### src/rtl/scan_pkg.sv
// Shared constants and types for the decoder scan-address sequencer.
package scan_pkg;

  localparam logic [0:0] ST_IDLE = 1'b0;
  localparam logic [0:0] ST_RUN  = 1'b1;

  localparam logic MODE_CONT   = 1'b0;
  localparam logic MODE_SINGLE = 1'b1;

  localparam logic DIR_UP   = 1'b0;
  localparam logic DIR_DOWN = 1'b1;

  typedef struct packed {
    logic       mode;
    logic       dir;
    logic [3:0] lo;
    logic [3:0] hi;
  } scan_cfg_t;

  // True when addr sits on the final address of the sweep for the latched direction.
  function automatic logic at_range_end(scan_cfg_t cfg, logic [3:0] addr);
    return (cfg.dir == DIR_UP) ? (addr == cfg.hi) : (addr == cfg.lo);
  endfunction

endpackage

### src/rtl/scan_addr_seq_if.sv
// Control and status bundle between a scan-sequencer client and scan_addr_seq.
// Handshake: start/stop are single-cycle request pulses sampled on every rising
// edge with no ready/back-pressure; busy/tick/done/A* are registered status.
interface scan_addr_seq_if #(parameter int DWELL_W = 16);
  logic               start;
  logic               stop;
  logic               mode;
  logic               dir;
  logic [3:0]         lo;
  logic [3:0]         hi;
  logic [DWELL_W-1:0] dwell;
  logic               A3;
  logic               A2;
  logic               A1;
  logic               A0;
  logic               busy;
  logic               tick;
  logic               done;
  logic [0:0]         state;

  modport master (
    output start, stop, mode, dir, lo, hi, dwell,
    input  A3, A2, A1, A0, busy, tick, done, state
  );

  modport slave (
    input  start, stop, mode, dir, lo, hi, dwell,
    output A3, A2, A1, A0, busy, tick, done, state
  );
endinterface

### src/rtl/scan_addr_seq_dwell_timer.sv
// Prescale counter: expire is high on the last cycle of each dwell period.
module dwell_timer #(
  parameter int DWELL_W = 16
) (
  input  logic               clk,
  input  logic               rst,
  input  logic               clr,
  input  logic               en,
  input  logic [DWELL_W-1:0] limit,
  output logic               expire
);

  logic [DWELL_W-1:0] count;

  assign expire = (count == limit);

  always_ff @(posedge clk) begin
    if (rst || clr) begin
      count <= '0;
    end else if (en) begin
      count <= expire ? '0 : count + DWELL_W'(1);
    end
  end

endmodule

### src/rtl/scan_addr_seq.sv
// Steps a 4-bit decoder select address through [lo..hi] with a programmable dwell,
// continuous or single-sweep, up or down.
module scan_addr_seq
  import scan_pkg::*;
#(
  parameter int DWELL_W = 16
) (
  input logic             clk,
  input logic             rst,
  scan_addr_seq_if.slave  bus
);

  logic [0:0]         state;
  logic [3:0]         addr;
  scan_cfg_t          cfg;
  logic [DWELL_W-1:0] dwell_l;
  logic               busy;
  logic               tick;
  logic               done;

  logic start_ok;
  logic stop_run;
  logic expire;
  logic running;

  assign running  = (state == ST_RUN);
  assign start_ok = bus.start && (bus.lo <= bus.hi);
  // stop only matters in RUN; there it outranks a restart or an advance
  assign stop_run = bus.stop && running;

  dwell_timer #(.DWELL_W(DWELL_W)) u_timer (
    .clk    (clk),
    .rst    (rst),
    .clr    (start_ok || stop_run),
    .en     (running),
    .limit  (dwell_l),
    .expire (expire)
  );

  always_ff @(posedge clk) begin
    if (rst) begin
      state   <= ST_IDLE;
      addr    <= 4'h0;
      cfg     <= '0;
      dwell_l <= '0;
      busy    <= 1'b0;
      tick    <= 1'b0;
      done    <= 1'b0;
    end else begin
      tick <= 1'b0;
      done <= 1'b0;
      if (stop_run) begin
        state <= ST_IDLE;
        busy  <= 1'b0;
      end else if (start_ok) begin
        cfg     <= '{mode: bus.mode, dir: bus.dir, lo: bus.lo, hi: bus.hi};
        dwell_l <= bus.dwell;
        addr    <= (bus.dir == DIR_DOWN) ? bus.hi : bus.lo;
        busy    <= 1'b1;
        state   <= ST_RUN;
      end else if (running && expire) begin
        if (at_range_end(cfg, addr)) begin
          if (cfg.mode == MODE_SINGLE) begin
            done  <= 1'b1;
            busy  <= 1'b0;
            state <= ST_IDLE;
          end else begin
            tick <= 1'b1;
            addr <= (cfg.dir == DIR_UP) ? cfg.lo : cfg.hi;
          end
        end else begin
          tick <= 1'b1;
          addr <= (cfg.dir == DIR_UP) ? addr + 4'd1 : addr - 4'd1;
        end
      end
    end
  end

  assign {bus.A3, bus.A2, bus.A1, bus.A0} = addr;
  assign bus.busy  = busy;
  assign bus.tick  = tick;
  assign bus.done  = done;
  assign bus.state = state;

endmodule
### src/flat_wrapper.sv
// flat-port wrapper written by rule: the top's interface ports become plain ports
module scan_addr_seq_flat import scan_pkg::*;
#(
  parameter int DWELL_W = 16
)
  (clk, rst, bus_start, bus_stop, bus_mode, bus_dir, bus_lo, bus_hi, bus_dwell, bus_A3, bus_A2, bus_A1, bus_A0, bus_busy, bus_tick, bus_done, bus_state);
  scan_addr_seq_if #(.DWELL_W(DWELL_W)) bus_i ();
  input logic clk;
  input logic rst;
  input wire logic [$bits(bus_i.start)-1:0] bus_start;
  input wire logic [$bits(bus_i.stop)-1:0] bus_stop;
  input wire logic [$bits(bus_i.mode)-1:0] bus_mode;
  input wire logic [$bits(bus_i.dir)-1:0] bus_dir;
  input wire logic [$bits(bus_i.lo)-1:0] bus_lo;
  input wire logic [$bits(bus_i.hi)-1:0] bus_hi;
  input wire logic [$bits(bus_i.dwell)-1:0] bus_dwell;
  output wire logic [$bits(bus_i.A3)-1:0] bus_A3;
  output wire logic [$bits(bus_i.A2)-1:0] bus_A2;
  output wire logic [$bits(bus_i.A1)-1:0] bus_A1;
  output wire logic [$bits(bus_i.A0)-1:0] bus_A0;
  output wire logic [$bits(bus_i.busy)-1:0] bus_busy;
  output wire logic [$bits(bus_i.tick)-1:0] bus_tick;
  output wire logic [$bits(bus_i.done)-1:0] bus_done;
  output wire logic [$bits(bus_i.state)-1:0] bus_state;
  assign bus_i.start = bus_start;
  assign bus_i.stop = bus_stop;
  assign bus_i.mode = bus_mode;
  assign bus_i.dir = bus_dir;
  assign bus_i.lo = bus_lo;
  assign bus_i.hi = bus_hi;
  assign bus_i.dwell = bus_dwell;
  assign bus_A3 = bus_i.A3;
  assign bus_A2 = bus_i.A2;
  assign bus_A1 = bus_i.A1;
  assign bus_A0 = bus_i.A0;
  assign bus_busy = bus_i.busy;
  assign bus_tick = bus_i.tick;
  assign bus_done = bus_i.done;
  assign bus_state = bus_i.state;
  scan_addr_seq #(.DWELL_W(DWELL_W)) u_core (.clk(clk), .rst(rst), .bus(bus_i));
endmodule
### config.mk
export PLATFORM = sky130hd
export DESIGN_NAME = scan_addr_seq_flat
export DESIGN_NICKNAME = d
export VERILOG_FILES = /design/src/rtl/scan_pkg.sv /design/src/rtl/scan_addr_seq_if.sv /design/src/rtl/scan_addr_seq_dwell_timer.sv /design/src/rtl/scan_addr_seq.sv /design/src/flat_wrapper.sv
export SDC_FILE = /design/constraint.sdc
export NUM_CORES = 1
export LEC_CHECK = 0
export CAP_MARGIN = 10
export CORE_ASPECT_RATIO = 0.9
export CORE_MARGIN = 4
export CORE_UTILIZATION = 55
export DETAILED_ROUTE_END_ITERATION = 6
export GPL_ROUTABILITY_DRIVEN = 0
export HOLD_SLACK_MARGIN = 0.1
export PLACE_DENSITY = 0.81
export SLEW_MARGIN = 15
export SYNTH_ARGS = -nofsm -noshare
export SYNTH_HDL_FRONTEND = slang
export SYNTH_SLANG_ARGS = --single-unit
### constraint.sdc
create_clock -name clk -period 4.1 [get_ports clk]
set_input_delay 0.41 -clock clk [delete_from_list [all_inputs] [get_ports clk]]
set_output_delay 0.41 -clock clk [all_outputs]
set_load 0.02 [all_outputs]
==> results.cfg, run 1 <==
[clocking]
cts_resized = 0
cts_num_sinks = 49
ctsRootBufferMaster = clkbuf_8
cts_max_level = 2
post_cts_buffers = 0
cts_hold_buf = 0
cts_buffers = 5
cts_tree = yes
cts_buffer_depth = 2
clk_latency_ps = 300
clkTransAtPathRegs_ps = 90

[global_routing]
grt_pass1_wl_mm = 9.36
grt_pass1_vias = 1975
antenna_found_initial = 0
grtUsageTotal = 0.208
grt_max_degree = 33
grt_overflow_total = 0

[timing]
finalSetupTns_ps = 0
relSlewSlack = 0.604
finClkSkew_ps = 7.71
finalCriticalPeriod_ps = 2770
worst_hold_slack_ps = 472
setup_viol = 0
max_freq_ghz = 0.361
finalMaxSlewViolations = 0
rsz0062_at_grt = false
layout_setup_ws_ps = 1330
post-route-period-util = 0.675
worst_pin_slew_ps = 594
hold_violations = 0

[critical_path]
r2r-end = u_core.addr[3]
worstPathMaxFanout = 21
critPathKind = in2reg
start_kind = primary input
worstReg2RegStart = u_core.cfg[8]
path_cells = clkdlybuf4s50_1, inv_1, ha_1, a21o_1, a211oi_1, o21ai_1, a21oi_2, buf_4, o221ai_1, a21oi_1
crit_arrival_ps = 3000
path_delay_family = compound AO/OA/AOI/OAI gates
crit_path_end_kind = flip-flop
cp_slowest_cell = clkdlybuf4s50_1
slowest_delay_ps = 500
crit_buf_inv = 3
reg2regPathDepth = 6
r2r_slack_ps = 1650
crit_required_ps = 4330

[logic_synthesis]
yosysTopAreaCellShare = 0.387
ys_seq_elements = 49
yosysSeqAreaShare = 0.387
synth.avg_cell_area_um2 = 8.41
ys.flop_type = dfxtp_1
synth.area.top_cells = dfxtp_1 (39%), nand2_1 (9.9%), xor2_1 (9.7%)
ys.warnings.count = 0
synth_edf_count = 0
netlist_instances = 301
syn-cell-area_um2 = 2530
yosysTopAreaCell = dfxtp_1
yosysUniqueCellTypes = 39
syn-num-nets = 339
async_flop_share = 0

[floorplanning]
fp.dieW_um = 79.5
die_h_um = 72.4
dieArea_um2 = 5760
start_util = 0.568
io_pins = 38
core_um2 = 4460
core.rowCount = 23

[drt]
antenna_left = 0
wirelength_mm = 5.62
drcViolationCount = 0
avgViaCountPerCell = 5.36
drt_pre_antenna_iters = 4
vias = 2124
drt_iter0_drc = 128
wire_per_inst_um = 14.2

[worst_hold_path]
hp-class = reg2reg
holdPathStages = 2
hold_end = u_core.dwell_l[8]
worstHoldStart = u_core.dwell_l[8]

[cells_and_area]
final_cell_mix = nand2_1 (67), dfxtp_1 (49), clkdlybuf4s50_1 (37)
synthToLayoutAreaGrowth_pct = 19.0
layout.nets = 371
nFillCells = 382
antennaDiodeCount = 0
drive_gt1_frac = 0.0509
stdcell_area_um2 = 3010
layout_commonest_cell = nand2_1
finalNonFillerCells = 396

[place]
placed_area_um2 = 2930
post-place-ws_ps = 998
dp.cells = 388
port_buffers = 37
hpwl_mm = 4.18

[pwr]
ir_worst_vdd_mv = 0.191
power_density_nw_per_um2 = 352
leakagePower_nw = 1.20

[flow_run]
drv_cap = 0

[run_status]
status = finished, final reports clean
-- flip-flops by register name (all words and copies together), names as in the netlist --
signal,cells
u_core.addr,4
u_core.bus.done,1
u_core.bus.state,1
u_core.bus.tick,1
u_core.cfg,10
u_core.dwell_l,16
u_core.u_timer.count,16
-- Yosys cell counts (2+ instances only) --
cell type,number
a211oi_1,2
nand4_1,2
buf_2,3
nand2_1,67
mux2i_1,13
xnor2_1,9
a21oi_1,31
ha_1,7
o221ai_1,3
and3_1,4
nor4_1,5
nand3_1,7
inv_1,10
buf_6,2
clkbuf_1,8
xor2_1,28
nand2b_1,2
and4_1,2
dfxtp_1,49
o21ai_1,2
a21o_1,3
nor2_1,25
-- where the power goes --
part	total, W	switching (W)	internal, W
Sequential	0.000533	0.0000315	0.000502
Combinational	0.000247	0.000134	0.000113
Clock	0.000281	0.000163	0.000118
Total	0.00106	0.000328	0.000733
-- metrics by stage --
stage | utilization | total power [W]
2_1_floorplan | - | 0.000714
3_3_place_gp | 0.656 | 0.000783
3_5_place_dp | 0.656 | 0.000790
4_1_cts | 0.676 | 0.00107
5_1_grt | 0.676 | 0.00111
6_report | 0.676 | 0.00106
-- metal layers --
layer	routed length [um]	share of wire	track usage
met1	2730	0.49	0.285
met3	347	0.062	0.0658
met4	110	0.020	0.0744
met2	2430	0.43	0.310
met5	0	0	0
-- worst min-delay path: stages, from the launching register on --
cell and delay (ps):
dfxtp_1 330, nand2_1 50, a21oi_1 50
-- worst max path at each step --
stage	from	end	slack [ps]	cells after the start
floorplan	bus_hi[3]	u_core.addr[3]	1990	9
global placement	bus_hi[3]	u_core.addr[2]	1140	10
detailed placement	bus_hi[2]	u_core.addr[1]	1000	10
CTS	bus_hi[2]	u_core.addr[1]	1340	10
global route	bus_hi[2]	u_core.addr[1]	1120	10
finish	bus_hi[2]	u_core.addr[1]	1330	10
-- cell families (layout without fill, tap and decap cells) --
| logic type | Yosys count | after routing | synth area share |
|---|---|---|---|
| simple gates | 117 | 117 | 0.201 |
| fa+ha+maj | 8 | 8 | 0.0425 |
| compound gates | 50 | 50 | 0.131 |
| buf+inv | 25 | 58 | 0.0459 |
| flops | 49 | 49 | 0.387 |
| xor+xnor | 37 | 37 | 0.128 |
| mux | 15 | 15 | 0.0647 |
-- cell type report --
class	instances	area (um2)	area share
multi-input cells	227	1440	0.477
repair buffers	40	393	0.130
inverters	10	37.5	0.0125
clock inverters	3	17.5	0.00581
flip-flops and latches	49	981	0.325
well taps	62	77.6	0.0257
clock buffers	5	68.8	0.0228
No activity file was read; power rests on OpenSTA's default activity.
==> run 2: changes to the inputs <==
- CORE_UTILIZATION: 55 -> 49
- PLACE_DENSITY: 0.81 -> 0.76
- clock period: 4.1 -> 2.47 ns (I/O delays scaled with it)
==> run 2 against run 1 <==
Against the previous run: sequential cell count unchanged; worst hold slack improved by 3.0 ps; worst setup slack got worse by 1100 ps; cell count increased by 4.5%; clock power increased by 110%; final area increased by 6.6%; register-to-register slack got worse by 1400 ps; clock skew increased by 4.3 ps; combinational power increased by 94%; critical endpoint is now u_core.addr[3]; highest routed layer unchanged.
==> results.cfg, run 2 (same netlist as run 1, synthesis figures left out) <==
[critical_path]
worstPathMaxFanout = 9
cp_slowest_cell = and4_1
slowest_delay_ps = 540
path_cells = buf_4, mux2i_1, xor2_1, and4_1, mux2_1, mux2i_1, o31ai_1
start_kind = flip-flop
crit_path_end_kind = flip-flop
worstReg2RegStart = u_core.cfg[8]
crit_top_cell = mux2i_1
crit_path_start = u_core.cfg[8]
crit_required_ps = 2650
critPathKind = reg2reg
crit_arrival_ps = 2400

[clocking]
ctsRootBufferMaster = clkbuf_8
cts_buffer_depth = 2
cts_resized = 0
cts_num_sinks = 49
clkTransAtPathRegs_ps = 90
post_cts_buffers = 0
cts_tree = yes
cts_hold_buf = 0
cts_max_level = 2
clk_latency_ps = 310
cts_buffers = 5

[timing]
finClkSkew_ps = 12.0
rsz0062_at_grt = false
hold_violations = 0
worst_pin_slew_ps = 497
finalMaxSlewViolations = 0
relSlewSlack = 0.668
setup_viol = 0
max_freq_ghz = 0.451
post-route-period-util = 0.898
worst_hold_slack_ps = 475
layout_setup_ws_ps = 253
finalCriticalPeriod_ps = 2220

[floorplanning]
start_util = 0.514
dieArea_um2 = 6380
fp.dieW_um = 83.8
core_um2 = 4920
core.rowCount = 24
io_pins = 38
die_h_um = 76.2

[place]
post-place-ws_ps = -72.2
hpwl_mm = 4.42
port_buffers = 37

[global_routing]
grt_pass1_vias = 2189
grt_max_degree = 30
grt_overflow_total = 0
grt_pass1_wl_mm = 10.2
grtUsageTotal = 0.193
antenna_found_initial = 0

[drt]
drt_pre_antenna_iters = 4
antenna_left = 0
wirelength_mm = 5.89
drt_iter0_drc = 119
vias = 2205
avgViaCountPerCell = 5.33
wire_per_inst_um = 14.2
drcViolationCount = 0

[pwr]
ir_worst_vdd_mv = 0.396
finalPower_w = 0.00196
power_density_nw_per_um2 = 609
leakagePower_nw = 1.30

[cells_and_area]
antennaDiodeCount = 0
nFillCells = 436
final_cell_mix = nand2_1 (67), dfxtp_1 (49), clkdlybuf4s50_1 (37)
final_util = 0.653
drive_gt1_frac = 0.0917
reg_top3 = u_core.dwell_l x16, u_core.u_timer.count x16, u_core.cfg x10
synthToLayoutAreaGrowth_pct = 26.9
layout_commonest_cell = nand2_1
layout.nets = 386

[worst_hold_path]
worstHoldStart = u_core.cfg[5]
hp-class = reg2reg

[run_status]
status = finished, final reports clean

[flow_run]
drv_cap = 0
run 2: cell count changes in the layout (fill, tap and decap cells not counted), sizes merged:
cell    previous run  this run
clkbuf             5         6
bufinv             0         1
clkinv             2         0
buf                3        18
run 2: routing by layer:
layer	up-vias	global-route usage	routed length, um
li1	1103	-	-
met1	1040	0.266	2930
met2	56	0.304	2630
met3	6	0.0443	287
met4	0	0.0498	48
met5	-	0	0
run 2: cell type report:
class	instances	area, um2	area share
inverter	10	37.5	0.0117
tap	65	81.3	0.0253
clock inverter	2	37.5	0.0117
multi-input combinational	227	1440	0.448
sequential	49	981	0.305
timing repair buffer	55	556	0.173
clock buffer	6	82.6	0.0257
run 2: metrics by stage:
stage | std cells | area (um2) | TNS (ps)
CTS | 414 | 3210 | 0
global route | 414 | 3210 | 0
finish | 414 | 3210 | 0
detailed placement | 406 | 3090 | -183
floorplan | 301 | 2530 | 0
global placement | 406 | 3090 | 0
run 2: path summary, 6_finish.rpt:
check	end	slack (ps)	depth (start not counted)
max	u_core.addr[3]	250	7
min	u_core.cfg[5]	480	2
max reg2reg	u_core.addr[3]	250	7
min reg2reg	u_core.cfg[5]	480	2
run 2: worst max-delay path: cells and delay by family (launching register included):
family                 cells  cell delay [ps]
multiplexers               3              740
flip-flops                 1              320
buffers and inverters      1              200
XOR/XNOR                   1              220
AO/OA/AOI/OAI              1               80
AND/OR/NAND/NOR            1              540
run 2: power by group:
group          internal (W)  switching [W]
Sequential         0.000833      0.0000441
Combinational      0.000234       0.000244
Clock              0.000329       0.000273
Total               0.00140       0.000561
==> run 3: changes to the inputs <==
- CORE_MARGIN: 4 -> 8
- GPL_ROUTABILITY_DRIVEN: 0 -> unset
==> run 3 against run 2 <==
Against the previous run: sequential cell count did not move; die area increased by 21%; global-route usage down 3.3 points; worst setup slack got worse by 26 ps; largest power group unchanged; sequential share of layout area is 0.083 points higher; first-iteration DRC count shrank 12%.
==> results.cfg, run 3 (same netlist as run 1, synthesis figures left out) <==
[critical_path]
worstPathMaxFanout = 8
crit_buf_inv = 3
crit_arrival_ps = 2430
reg2regPathDepth = 6
crit_required_ps = 2660
path_cells = clkdlybuf4s50_1, inv_1, ha_1, and4b_1, a211oi_1, o21a_1, nand2_1, buf_4, nand2_1, a21oi_1
crit_path_end_kind = flip-flop
start_kind = primary input
cp_slowest_cell = clkdlybuf4s50_1
critPathKind = in2reg
slowest_delay_ps = 490
crit_top_cell = nand2_1
path_delay_family = buffers and inverters
path_depth = 10

[clocking]
cts_buffers = 5
post_cts_buffers = 0
cts_hold_buf = 0
clk_latency_ps = 300
cts_buffer_depth = 2
cts_tree = yes
cts_max_level = 2
cts_num_sinks = 49
ctsRootBufferMaster = clkbuf_8
cts_resized = 0
clkTransAtPathRegs_ps = 80

[timing]
worst_pin_slew_ps = 499
relSlewSlack = 0.664
finClkSkew_ps = 6.41
layout_setup_ws_ps = 226
max_freq_ghz = 0.446
hold_violations = 0
finalMaxSlewViolations = 0
rsz0062_at_grt = false
post-route-period-util = 0.908
finalCriticalPeriod_ps = 2240
setup_viol = 0

[drt]
wire_per_inst_um = 14.5
wirelength_mm = 6.06
antenna_left = 0
drcViolationCount = 0
drt_iter0_drc = 105
avgViaCountPerCell = 5.28
drt_pre_antenna_iters = 4
vias = 2206

[cells_and_area]
layout_commonest_cell = nand2_1
synthToLayoutAreaGrowth_pct = 26.6
finalNonFillerCells = 418
antennaDiodeCount = 0
layout.nets = 389
drive_gt1_frac = 0.0940
final_cell_mix = nand2_1 (67), dfxtp_1 (49), clkdlybuf4s50_1 (37)
nFillCells = 469
reg_top3 = u_core.dwell_l x16, u_core.u_timer.count x16, u_core.cfg x10

[place]
gp_congestion = 0.838
hpwl_mm = 4.65
post-place-ws_ps = -67.2
port_buffers = 37
dp.cells = 411

[global_routing]
grt_max_degree = 17
antenna_found_initial = 0
grt_overflow_total = 0
grt_pass1_vias = 2230
grt_pass1_wl_mm = 10.1
grtUsageTotal = 0.160

[pwr]
power_density_nw_per_um2 = 575
combinationalPowerShare = 0.268
p_clk_frac = 0.258
seqPwrFrac = 0.474
internal_power_w = 0.00130
p_sw_w = 0.000542
leakagePower_nw = 1.30
ir_worst_vdd_mv = 0.400
swShare = 0.294

[floorplanning]
core.rowCount = 25
core_um2 = 5130
fp.dieW_um = 91.8
io_pins = 38
die_h_um = 84.2
start_util = 0.494
dieArea_um2 = 7730

[flow_run]
drv_cap = 0

[worst_hold_path]
holdPathStages = 2
hp-class = reg2reg

[run_status]
status = finished, final reports clean
-- run 3: cell types whose count changed in the layout (fill, tap and decap cells not counted), sizes merged --
cell      previous run  this run
bufinv               1         0
buf                 18        21
clkbuf               6         7
clkinvlp             1         0
-- run 3: final timing paths --
kind	start	endpoint	slack [ps]
hold / removal	u_core.dwell_l[8]	u_core.dwell_l[8]	470
hold reg to reg	u_core.dwell_l[8]	u_core.dwell_l[8]	470
setup / recovery	bus_hi[3]	u_core.dwell_l[0]	230
setup reg to reg	u_core.u_timer.count[7]	u_core.addr[3]	310
-- run 3: area by class of cell --
type | count | area [um2] | share of cell area
repair buffers | 58 | 578 | 0.180
inverters | 10 | 37.5 | 0.0117
well taps | 67 | 83.8 | 0.0262
flip-flops and latches | 49 | 981 | 0.306
clock buffers | 7 | 86.3 | 0.0269
multi-input cells | 227 | 1440 | 0.449
-- run 3: metal layers --
| layer | vias to the layer above | track usage | share of wire |
|---|---|---|---|
| met5 | - | 0 | 0 |
| met4 | 0 | 0.0716 | 0.017 |
| met3 | 9 | 0.0348 | 0.049 |
| met2 | 51 | 0.249 | 0.45 |
| met1 | 1036 | 0.206 | 0.48 |
| li1 | 1110 | - | - |
-- run 3: power groups by stage --
stage	Clock, W	Sequential [W]	Combinational [W]
2_1_floorplan	0	0.000897	0.000289
3_3_place_gp	0	0.000890	0.000480
3_5_place_dp	0	0.000892	0.000492
4_1_cts	0.000493	0.000874	0.000494
5_1_grt	0.000517	0.000880	0.000537
6_report	0.000475	0.000874	0.000493
-- run 3: worst register-to-register path, stage by stage, from the launching register on --
cell      delay, ps
dfxtp_1         350
xor2_1          170
nor4_1          490
nand4_2         350
a211oi_4        400
nor2_1          110
o31ai_1         220
-- run 3: through the flow --
stage | hold WS [ps] | total power, W | utilization | instance area [um2] | TNS [ps]
final | 470 | 0.00184 | 0.625 | 3210 | 0
after global routing | 490 | 0.00193 | 0.625 | 3210 | 0
after CTS | 469 | 0.00186 | 0.625 | 3210 | 0
after floorplan | 364 | 0.00119 | - | 2530 | 0
after detailed placement | 464 | 0.00138 | 0.608 | 3120 | -1330
after global placement | 456 | 0.00137 | 0.608 | 3120 | -140
